### config.mk
export PLATFORM = sky130hd
export DESIGN_NAME = key_press_conditioner_flat
export DESIGN_NICKNAME = d
export VERILOG_FILES = /design/src/rtl/key_press_if.sv /design/src/rtl/key_press_conditioner.sv /design/src/flat_wrapper.sv
export SDC_FILE = /design/constraint.sdc
export NUM_CORES = 1
export LEC_CHECK = 0
export ABC_AREA = 1
export BUFFER_PORTS_ARGS = -buffer_cell sky130_fd_sc_hd__clkbuf_2
export CAP_MARGIN = 20
export CORE_AREA = 2 2 39 41
export DETAILED_ROUTE_END_ITERATION = 6
export DIE_AREA = 0 0 41 43
export PLACE_DENSITY = 0.74
export SETUP_SLACK_MARGIN = 0.05
export SLEW_MARGIN = 10
export SYNTH_ARGS = -nofsm -noshare
export SYNTH_HDL_FRONTEND = slang
export SYNTH_SLANG_ARGS = --single-unit
export TNS_END_PERCENT = 50
### constraint.sdc
create_clock -name clk -period 3.1 [get_ports clk]
set_input_delay 0.31 -clock clk [delete_from_list [all_inputs] [get_ports clk]]
set_output_delay 0.31 -clock clk [all_outputs]
set_load 0.05 [all_outputs]
### src/rtl/key_press_if.sv
// Button-side bundle of the key press conditioner: raw keys and freeze in,
// one-cycle press pulses and debounced held levels out.
interface key_press_if;
    logic key_l_n;
    logic key_r_n;
    logic freeze;
    logic L;
    logic R;
    logic l_held;
    logic r_held;

    modport master (
        output key_l_n, key_r_n, freeze,
        input  L, R, l_held, r_held
    );

    modport slave (
        input  key_l_n, key_r_n, freeze,
        output L, R, l_held, r_held
    );
endinterface

### src/rtl/key_press_conditioner.sv
// Two independent synchronise-and-debounce channels for the tug-of-war buttons;
// each accepted press yields exactly one registered single-cycle pulse.
module key_press_conditioner #(
    parameter int DEBOUNCE_CYCLES = 4
) (
    input logic        clk,
    input logic        reset,
    key_press_if.slave bus
);
    localparam int CW = $clog2(DEBOUNCE_CYCLES + 1);
    localparam logic [CW-1:0] CNT_LAST = CW'(DEBOUNCE_CYCLES - 1);

    typedef enum logic [1:0] {IDLE, DB_PRESS, HELD, DB_REL} state_t;

    logic [1:0] key_n;
    assign key_n = {bus.key_r_n, bus.key_l_n};

    for (genvar ch = 0; ch < 2; ch++) begin : g_chan
        logic          s1_p0;
        logic          s2_p1;
        logic          pressed;
        logic          accept;
        logic          pulse_p2;
        logic          held;
        state_t        state;
        state_t        state_nxt;
        logic [CW-1:0] cnt;
        logic [CW-1:0] cnt_nxt;

        // Stage p0/p1: two-flop synchroniser; reset forces "pressed" so a key
        // held through reset never produces a pulse.
        always_ff @(posedge clk) begin
            if (reset) begin
                s1_p0 <= 1'b0;
                s2_p1 <= 1'b0;
            end else begin
                s1_p0 <= key_n[ch];
                s2_p1 <= s1_p0;
            end
        end

        assign pressed = ~s2_p1;

        always_comb begin
            state_nxt = state;
            cnt_nxt   = cnt;
            accept    = 1'b0;
            case (state)
                IDLE: begin
                    if (pressed) begin
                        state_nxt = DB_PRESS;
                        cnt_nxt   = '0;
                    end
                end
                DB_PRESS: begin
                    if (!pressed) begin
                        state_nxt = IDLE;
                    end else if (cnt == CNT_LAST) begin
                        state_nxt = HELD;
                        accept    = 1'b1;
                    end else begin
                        cnt_nxt = cnt + 1'b1;
                    end
                end
                HELD: begin
                    if (!pressed) begin
                        state_nxt = DB_REL;
                        cnt_nxt   = '0;
                    end
                end
                DB_REL: begin
                    if (pressed) begin
                        state_nxt = HELD;
                    end else if (cnt == CNT_LAST) begin
                        state_nxt = IDLE;
                    end else begin
                        cnt_nxt = cnt + 1'b1;
                    end
                end
            endcase
        end

        // Stage p2: debounce state and the registered pulse. freeze only
        // matters at the moment of acceptance; a frozen press is dropped.
        always_ff @(posedge clk) begin
            if (reset) begin
                state    <= HELD;
                cnt      <= '0;
                pulse_p2 <= 1'b0;
            end else begin
                state    <= state_nxt;
                cnt      <= cnt_nxt;
                pulse_p2 <= accept & ~bus.freeze;
            end
        end

        assign held = (state == HELD) || (state == DB_REL);
    end

    assign bus.L      = g_chan[0].pulse_p2;
    assign bus.R      = g_chan[1].pulse_p2;
    assign bus.l_held = g_chan[0].held;
    assign bus.r_held = g_chan[1].held;
endmodule

### src/flat_wrapper.sv
// flat-port wrapper written by rule: the top's interface ports become plain ports
module key_press_conditioner_flat 
#(
    parameter int DEBOUNCE_CYCLES = 4
)
  (clk, reset, bus_key_l_n, bus_key_r_n, bus_freeze, bus_L, bus_R, bus_l_held, bus_r_held);
  key_press_if bus_i ();
  input logic clk;
  input logic reset;
  input wire logic [$bits(bus_i.key_l_n)-1:0] bus_key_l_n;
  input wire logic [$bits(bus_i.key_r_n)-1:0] bus_key_r_n;
  input wire logic [$bits(bus_i.freeze)-1:0] bus_freeze;
  output wire logic [$bits(bus_i.L)-1:0] bus_L;
  output wire logic [$bits(bus_i.R)-1:0] bus_R;
  output wire logic [$bits(bus_i.l_held)-1:0] bus_l_held;
  output wire logic [$bits(bus_i.r_held)-1:0] bus_r_held;
  assign bus_i.key_l_n = bus_key_l_n;
  assign bus_i.key_r_n = bus_key_r_n;
  assign bus_i.freeze = bus_freeze;
  assign bus_L = bus_i.L;
  assign bus_R = bus_i.R;
  assign bus_l_held = bus_i.l_held;
  assign bus_r_held = bus_i.r_held;
  key_press_conditioner #(.DEBOUNCE_CYCLES(DEBOUNCE_CYCLES)) u_core (.clk(clk), .reset(reset), .bus(bus_i));
endmodule
==> results of run 1 <==
## through the flow
step           cells  setup slack (ps)  total power [mW]  utilization  area, µm²
2_1_floorplan     88              1940             0.242            -        697
3_3_place_gp     109              1880             0.248        0.538        744
3_5_place_dp     109              1840             0.249        0.538        744
4_1_cts          112              1770             0.355        0.554        767
5_1_grt          112              1720             0.365        0.554        767
6_report         112              1790             0.349        0.554        767
## worst register-to-register path, cell delays in order, from the launching register on
cell and delay [ps]:
dfxtp_1 330, ha_1 200, ha_1 200, nand2_1 140
nand3_1 140, nand2_1 80, a21oi_1 60
## report_power, final
group	total [mW]	switching (mW)	internal [mW]	leakage [nW]
clock network	0.105	0.0601	0.0450	0.0138
logic	0.0288	0.0190	0.00981	0.219
registers	0.215	0.00396	0.211	0.130
total	0.349	0.0831	0.266	0.363
## cells in the final DEF, fill, tap and decap left out, drive strengths merged
master	n
a21oi	4
clkbuf	11
dfxtp	16
ha	4
inv	17
nand2	18
nand3	11
nor2	8
nor4	2
o211ai	1
o21ai	3
or2	1
## worst paths after layout
path                                               end  slack [ps]                                 start
hold reg to reg      u_core.g_chan[0].s2_p1$_SDFF_PP0_         410     u_core.g_chan[0].s1_p0$_SDFF_PP0_
setup / recovery                            bus_r_held        1790                                  flop
setup reg to reg  u_core.g_chan[1].cnt[1]$_SDFFE_PP0P_        1820  u_core.g_chan[1].cnt[0]$_SDFFE_PP0P_
hold / removal       u_core.g_chan[1].s1_p0$_SDFF_PP0_         210                           bus_key_r_n
## final cells by class
cell class / count / area [µm²]
Clock buffer: 3 / 22.5
Fill cell: 132 / 617
Inverter: 17 / 63.8
Multi-Input combinational cell: 52 / 300
Sequential cell: 16 / 320
Tap cell: 16 / 20.0
Timing Repair Buffer: 8 / 40.0
## per-layer routing
metal  up-vias  track usage
li1        294            -
met1       245        0.147
met3         4       0.0314
met2         7        0.259
met4         0        0.140
met5         -            0
## kinds of logic (layout without fill, tap and decap cells)
group	Yosys count	count (layout)
simple gates	40	40
buf+inv	20	28
flops	16	16
compound gates	8	8
fa+ha+maj	4	4
==> flow_summary.ini, run 1 <==
[layout]
n_antenna_cell = 0
nets = 107
layout-drive-gt1-share = 0.240
area_delta_synth_final_pct = 10.1

[route]
wl_per_cell_um = 9.71
drt-total-wl_um = 1090
final_antenna_net_count = 0
drc = 0
maxUsedRoutingLayer = met4
drtPass1Iterations = 2
met1Wirelength_um = 462
wl_met2_um = 566
vias = 550
met3_length_um = 29
dr.first_iter.drc_count = 3
post_drt_via_cell_ratio = 4.91

[global_route]
grt.overflow.total = 0
grt_pass1_vias = 487
grt_max_degree = 12
antenna_found_initial = 0
grt_use_total = 0.156
grt_pass1_wl_um = 1790

[synthesis]
syn_area_per_cell_um2 = 7.92
synth_edf_count = 0
synth_top_area_share = 0.460
synth_mux_area_frac = 0
ys_top_cells_by_area = dfxtp_1 (46%), inv_1 (8.1%), ha_1 (7.2%)
syn_inst = 88
synth_top_cell_by_area = dfxtp_1
yosys.area_share.simple = 0.298
synthFlopType = dfxtp_1
yosysMostFrequentCell = dfxtp_1
synth_top_family_by_area = simple AND/OR/NAND/NOR gates
synthXorXnorAreaFrac = 0
synthesis.area_um2 = 697
synth-seq-area-share = 0.460
synth_warnings = 0
syn_nets = 97
async_flop_share = 0
ys_ff_latch = 16
synthTopCellsByCount = dfxtp_1 (16), inv_1 (15), nand2_1 (11)
synth_cell_type_count = 19
synth_compound_area_frac = 0.0610
synthAdderAreaFrac = 0.0718

[worst_setup_path]
crit_chain = clkbuf_2
cpPeakStageDelay_ps = 420
slowest_stage = dfxtp_1
critical_path_class = flop to output pin
crit_arrival_ps = 1000
critPathCaptureType = output pin
critPathBufInv = 1
cp_max_fo = 5
crit_family = flip-flops
critPathRequiredTime_ps = 2790
startpoint_type = flop
reg2reg_depth = 6
crit_cells = 1

[timing]
finClkSkew_ps = 4.51
rsz0062_at_grt = no
fmax_ghz = 0.762
setup_viol = 0
slew_viol_final = 0
finalCritPeriodShare = 0.423
hold_slack_ps = 208
final.min_clock_period_ps = 1310
hold_viol = 0
slew_headroom = 0.816
worst_slew_pin_slew_ps = 277
tns_ps = 0

[job]
cap_viol_max_count = 0

[status]
outcome = finished, final reports clean

[placement]
dp_hpwl_um = 861
port_buffers = 8
gp_congestion = 0.768

[clock_tree]
cts_buffers = 3
clockBufferDepth = 2
cts_max_level = 1
cts_hold_buf = 0
root_buffer = clkbuf_4
cts_setup_buffers = 0
clkLatencyLatePin_ps = 280
cts.sinks = 16
cts_tree = built
clk_pin_slew_ps = 90
cts_resized = 0

[pwr]
power_density_nw_per_um2 = 455
leakagePower_nw = 0.363
peakVddDrop_uv = 216

[floorplan]
core_area_um2 = 1380
start_util = 0.504
die_h_um = 43
chipWidth_um = 41
num_rows = 14
die_area_um2 = 1760
ios = 9

[worst_hold_path]
hold_class = input pin to flop
hold_depth = 3
(Power assumes the default switching activity.)
==> inputs of run 2 (changes only) <==
--- a/config.mk
+++ b/config.mk
@@ -8,10 +8,10 @@
 export ABC_AREA = 1
 export BUFFER_PORTS_ARGS = -buffer_cell sky130_fd_sc_hd__clkbuf_2
 export CAP_MARGIN = 20
-export CORE_AREA = 2 2 39 41
+export CORE_MARGIN = 2
+export CORE_UTILIZATION = 48
 export DETAILED_ROUTE_END_ITERATION = 6
-export DIE_AREA = 0 0 41 43
-export PLACE_DENSITY = 0.74
+export PLACE_DENSITY = 0.72
 export SETUP_SLACK_MARGIN = 0.05
 export SLEW_MARGIN = 10
 export SYNTH_ARGS = -nofsm -noshare
==> constraint.sdc (replaced) <==
create_clock -name clk -period 1.2 [get_ports clk]
set_input_delay 0.12 -clock clk [delete_from_list [all_inputs] [get_ports clk]]
set_output_delay 0.12 -clock clk [all_outputs]
set_load 0.05 [all_outputs]
==> run 2 against run 1 <==
Net effect:
- hold slack worse by 200 ps
- first-iteration DRC count is 67% higher
- clock skew is 2.0 ps higher
- critical path type is now flop to flop
==> flow_summary.ini, run 2 (synthesis results as in run 1) <==
[status]
outcome = finished, final reports clean

[route]
drc = 0
post_drt_via_cell_ratio = 4.80
vias = 547
dr.first_iter.drc_count = 5
final_antenna_net_count = 0
wl_per_cell_um = 10.9
drt-total-wl_um = 1240
drtPass1Iterations = 4

[layout]
final_common_cell = inv_1
mostFrequentLayoutCells = inv_1 (15), dfxtp_1 (12), nand2_1 (9), nand3_1 (9)
n_antenna_cell = 0
final_core_util = 0.662
area_delta_synth_final_pct = 26.8
layout-drive-gt1-share = 0.394
nets = 109
final_cell_count_no_fill = 114
finalInstanceArea_um2 = 883

[worst_hold_path]
hold_class = input pin to flop

[placement]
port_buffers = 8
post_dp_cell_area_um2 = 753
pre_cts_ws_ps = -27.3
gp_congestion = 0.760
dp_hpwl_um = 861
dp_cells = 109

[clock_tree]
cts.sinks = 16
clkLatencyLatePin_ps = 290
cts_hold_buf = 0
clk_pin_slew_ps = 100
cts_buffers = 3
root_buffer = clkbuf_4
clockBufferDepth = 2
cts_tree = built
cts_max_level = 1

[global_route]
grt_pass1_vias = 540
antenna_found_initial = 0
grt_max_degree = 12
grt_pass1_wl_um = 2070
grt.overflow.total = 0
grt_use_total = 0.156

[floorplan]
core_area_um2 = 1330
die_h_um = 42.1
start_util = 0.523
die_area_um2 = 1770
ios = 9
chipWidth_um = 42.1
num_rows = 13

[worst_setup_path]
crit_chain = ha_4 -> ha_2 -> or2_1 -> o21ai_1
crit_family = adder cells
crit_arrival_ps = 1340
critical_path_class = flop to flop
startpoint_type = flop
critPathRequiredTime_ps = 1420
cp_max_fo = 2
critPathCaptureType = flop
slowest_stage = dfxtp_2
critPathBufInv = 0
cpPeakStageDelay_ps = 370

[timing]
hold_viol = 0
slew_headroom = 0.812
final.min_clock_period_ps = 1110
fmax_ghz = 0.898
setup_viol = 0
finalCritPeriodShare = 0.928
rsz0062_at_grt = yes
finClkSkew_ps = 6.48
slew_viol_final = 0
tns_ps = 0
worst_slack_ps = 86.7
worst_slew_pin_slew_ps = 283

[pwr]
leakagePower_nw = 0.407
power_density_nw_per_um2 = 1120
peakVddDrop_uv = 806

[job]
cap_viol_max_count = 0
-- run 2: worst register-to-register path, cell delays in order, from the launching register on --
cell and delay (ps):
dfxtp_2 370, ha_4 130, ha_2 250, or2_1 200, o21ai_1 100
-- run 2: worst paths after layout --
kind	startpoint	depth (start not counted)	slack, ps	end
setup / recovery	u_core.g_chan[0].cnt[0]$_SDFFE_PP0P_	4	90	u_core.g_chan[0].cnt[2]$_SDFFE_PP0P_
hold / removal	bus_key_l_n	3	7	u_core.g_chan[0].s1_p0$_SDFF_PP0_
hold reg to reg	u_core.g_chan[0].s1_p0$_SDFF_PP0_	2	410	u_core.g_chan[0].s2_p1$_SDFF_PP0_
setup reg to reg	u_core.g_chan[0].cnt[0]$_SDFFE_PP0P_	4	90	u_core.g_chan[0].cnt[2]$_SDFFE_PP0P_
-- run 2: repair_timing --
action	4_1_cts	5_1_grt
endpoints found under the setup margin	7	12
pin swaps	7	2
resized for setup	8	15
buffers inserted	1	0
-- run 2: area by class of cell --
cell class / instances / area, µm²
clock buffer: 4 / 36.3
tap: 15 / 18.8
inverter: 17 / 63.8
multi-input combinational: 52 / 379
sequential: 16 / 328
fill: 122 / 450
timing repair buffer: 10 / 57.6
-- run 2: per-layer routing --
metal	global-route usage	vias to the layer above	part of all wire
li1	-	296	-
met1	0.159	240	0.42
met2	0.284	7	0.54
met3	0.0259	4	0.019
met4	0.113	0	0.022
met5	0	-	0
-- run 2: stage by stage --
stage | power (mW) | hold slack (ps)
2_1_floorplan | 0.625 | 191
3_3_place_gp | 0.642 | 314
3_5_place_dp | 0.643 | 315
4_1_cts | 0.995 | 3.61
5_1_grt | 1.03 | 3.44
6_report | 0.990 | 6.97
-- run 2: where the power goes --
| group | total (mW) | switching [mW] | internal [mW] |
|---|---|---|---|
| Sequential | 0.555 | 0.0125 | 0.543 |
| Clock | 0.353 | 0.168 | 0.185 |
| Combinational | 0.0811 | 0.0518 | 0.0293 |
==> inputs of run 3 (changes only) <==
--- a/config.mk
+++ b/config.mk
@@ -11,7 +11,7 @@
 export CORE_MARGIN = 2
 export CORE_UTILIZATION = 48
 export DETAILED_ROUTE_END_ITERATION = 6
-export PLACE_DENSITY = 0.72
+export PLACE_DENSITY = 0.82
 export SETUP_SLACK_MARGIN = 0.05
 export SLEW_MARGIN = 10
 export SYNTH_ARGS = -nofsm -noshare
==> run 3 against run 2 <==
Net effect:
- sequential share of layout area is 0.68 points higher
- utilization is 1.7 points lower
- via count is 3.3% higher
- clock-buffer cell count stayed put
- critical endpoint is now u_core.g_chan[1].cnt[1]$_SDFFE_PP0P_
==> flow_summary.ini, run 3 (synthesis results as in run 1) <==
[global_route]
met3_usage = 0.0517
grt_use_total = 0.168
busiest_layer = met2
grt_pass1_vias = 533
grt_pass1_wl_um = 2180
grtUsageMet2 = 0.284
antenna_found_initial = 0
use_met1 = 0.174
grt.overflow.total = 0
grt_max_degree = 12

[placement]
dp_hpwl_um = 885
port_buffers = 8
gp_congestion = 0.804

[worst_hold_path]
min-delay-start = bus_freeze
holdPathEnd = u_core.bus.L$_SDFF_PP0_
hold_depth = 2
hold_class = input pin to flop

[pwr]
finalPower_mw = 0.982
pwr-share-clk = 0.349
peakVddDrop_uv = 639
leakagePower_nw = 0.410
p_switching_mw = 0.223
p_sw_frac = 0.228
p_int_mw = 0.758
seqPwrFrac = 0.566
comb_power_share = 0.084
power_density_nw_per_um2 = 1140

[route]
drc = 0
vias = 565
wl_per_cell_um = 10.8
drt-total-wl_um = 1230
dr.first_iter.drc_count = 10
drtPass1Iterations = 4
post_drt_via_cell_ratio = 4.96
final_antenna_net_count = 0

[floorplan]
chipWidth_um = 42.1
num_rows = 13
die_area_um2 = 1770
start_util = 0.523
ios = 9
core_area_um2 = 1330
die_h_um = 42.1

[layout]
mostFrequentLayoutCells = inv_1 (15), dfxtp_1 (12), nand2_1 (9), nand3_1 (9), clkbuf_2 (7)
layout-drive-gt1-share = 0.394
nets = 109
final_common_cell = inv_1
area_delta_synth_final_pct = 23.5
n_antenna_cell = 0

[clock_tree]
clockBufferDepth = 2
root_buffer = clkbuf_4
clkLatencyLatePin_ps = 280
cts_buffers = 3
cts.sinks = 16
clk_pin_slew_ps = 90
cts_max_level = 1
cts_tree = built

[worst_setup_path]
critical_path_class = flop to flop
critPathRequiredTime_ps = 1370
cpPeakStageDelay_ps = 330
startpoint_type = flop
reg2reg_depth = 6
cp_max_fo = 5
r2r-end = u_core.g_chan[1].cnt[1]$_SDFFE_PP0P_
rr_startpoint = u_core.g_chan[1].cnt[0]$_SDFFE_PP0P_
critPathCaptureType = flop
crit_chain = ha_2 -> ha_4 -> nand2_4 -> nand3_2 -> nand2_2 -> a21oi_1
crit_arrival_ps = 1310
rrSetupSlack_ps = 60
slowest_stage = dfxtp_2

[timing]
final.min_clock_period_ps = 1140
fmax_ghz = 0.877
slew_headroom = 0.816
worst_slew_pin_slew_ps = 276
setup_viol = 0
hold_viol = 0
finalCritPeriodShare = 0.950
tns_ps = 0
slew_viol_final = 0
rsz0062_at_grt = yes
finClkSkew_ps = 1.35

[status]
outcome = finished, final reports clean

[job]
cap_viol_max_count = 0
==> run 3: repair_timing <==
action / CTS / global route
buffers inserted: 1 / 0
pin swaps: 4 / 4
hold buffers: 0 / 0
setup endpoints to repair: 8 / 11
gates resized for setup: 11 / 8
==> run 3: per-stage QoR <==
| step | setup WS (ps) | hold slack, ps | instances | util | area [µm²] |
|---|---|---|---|---|---|
| after CTS | 45.2 | 8.04 | 114 | 0.636 | 848 |
| final | 59.8 | 16.6 | 114 | 0.645 | 861 |
| after global routing | -2.50 | 5.84 | 114 | 0.645 | 861 |
| after floorplan | 64.7 | 191 | 88 | - | 699 |
| after detailed placement | -62.7 | 316 | 109 | 0.565 | 753 |
| after global placement | -28.2 | 312 | 109 | 0.565 | 753 |
==> run 3: final cells by class <==
class | count | area [µm²]
clock buffers | 4 | 36.3
fillers | 118 | 473
inverters | 17 | 63.8
multi-input cells | 52 | 359
flip-flops and latches | 16 | 325
well taps | 15 | 18.8
repair buffers | 10 | 57.6
==> run 3: worst max path at each step <==
stage	startpoint	endpoint	slack, ps	cells past startpoint
2_1_floorplan	u_core.g_chan[1].cnt[0]$_SDFFE_PP0P_	u_core.g_chan[1].cnt[1]$_SDFFE_PP0P_	60	6
3_3_place_gp	u_core.g_chan[1].cnt[0]$_SDFFE_PP0P_	u_core.g_chan[1].cnt[1]$_SDFFE_PP0P_	-30	6
3_5_place_dp	u_core.g_chan[1].cnt[0]$_SDFFE_PP0P_	u_core.g_chan[1].cnt[1]$_SDFFE_PP0P_	-60	6
4_1_cts	u_core.g_chan[0].cnt[1]$_SDFFE_PP0P_	u_core.g_chan[0].cnt[2]$_SDFFE_PP0P_	50	4
5_1_grt	u_core.g_chan[1].cnt[1]$_SDFFE_PP0P_	u_core.bus.R$_SDFF_PP0_	-2	4
6_report	u_core.g_chan[1].cnt[0]$_SDFFE_PP0P_	u_core.g_chan[1].cnt[1]$_SDFFE_PP0P_	60	6
==> run 3: critical path: cells and delay by family, from the launching register on <==
kind                     cells  cell delay, ps
adder cells (fa/ha/maj)      2             370
flip-flops                   1             330
AO/OA/AOI/OAI                1              50
AND/OR/NAND/NOR              3             280
==> run 3: per-layer routing <==
layer	wire, µm	up-vias
met5	0	-
met4	13	0
met3	60	2
met2	651	10
met1	504	253
li1	-	300
==> run 3: power groups by stage <==
stage | clock, mW | sequential (mW) | combinational (mW)
floorplan | 0 | 0.565 | 0.0602
global placement | 0 | 0.566 | 0.0751
detailed placement | 0 | 0.567 | 0.0760
CTS | 0.359 | 0.555 | 0.0812
global route | 0.390 | 0.558 | 0.0945
finish | 0.343 | 0.556 | 0.0828
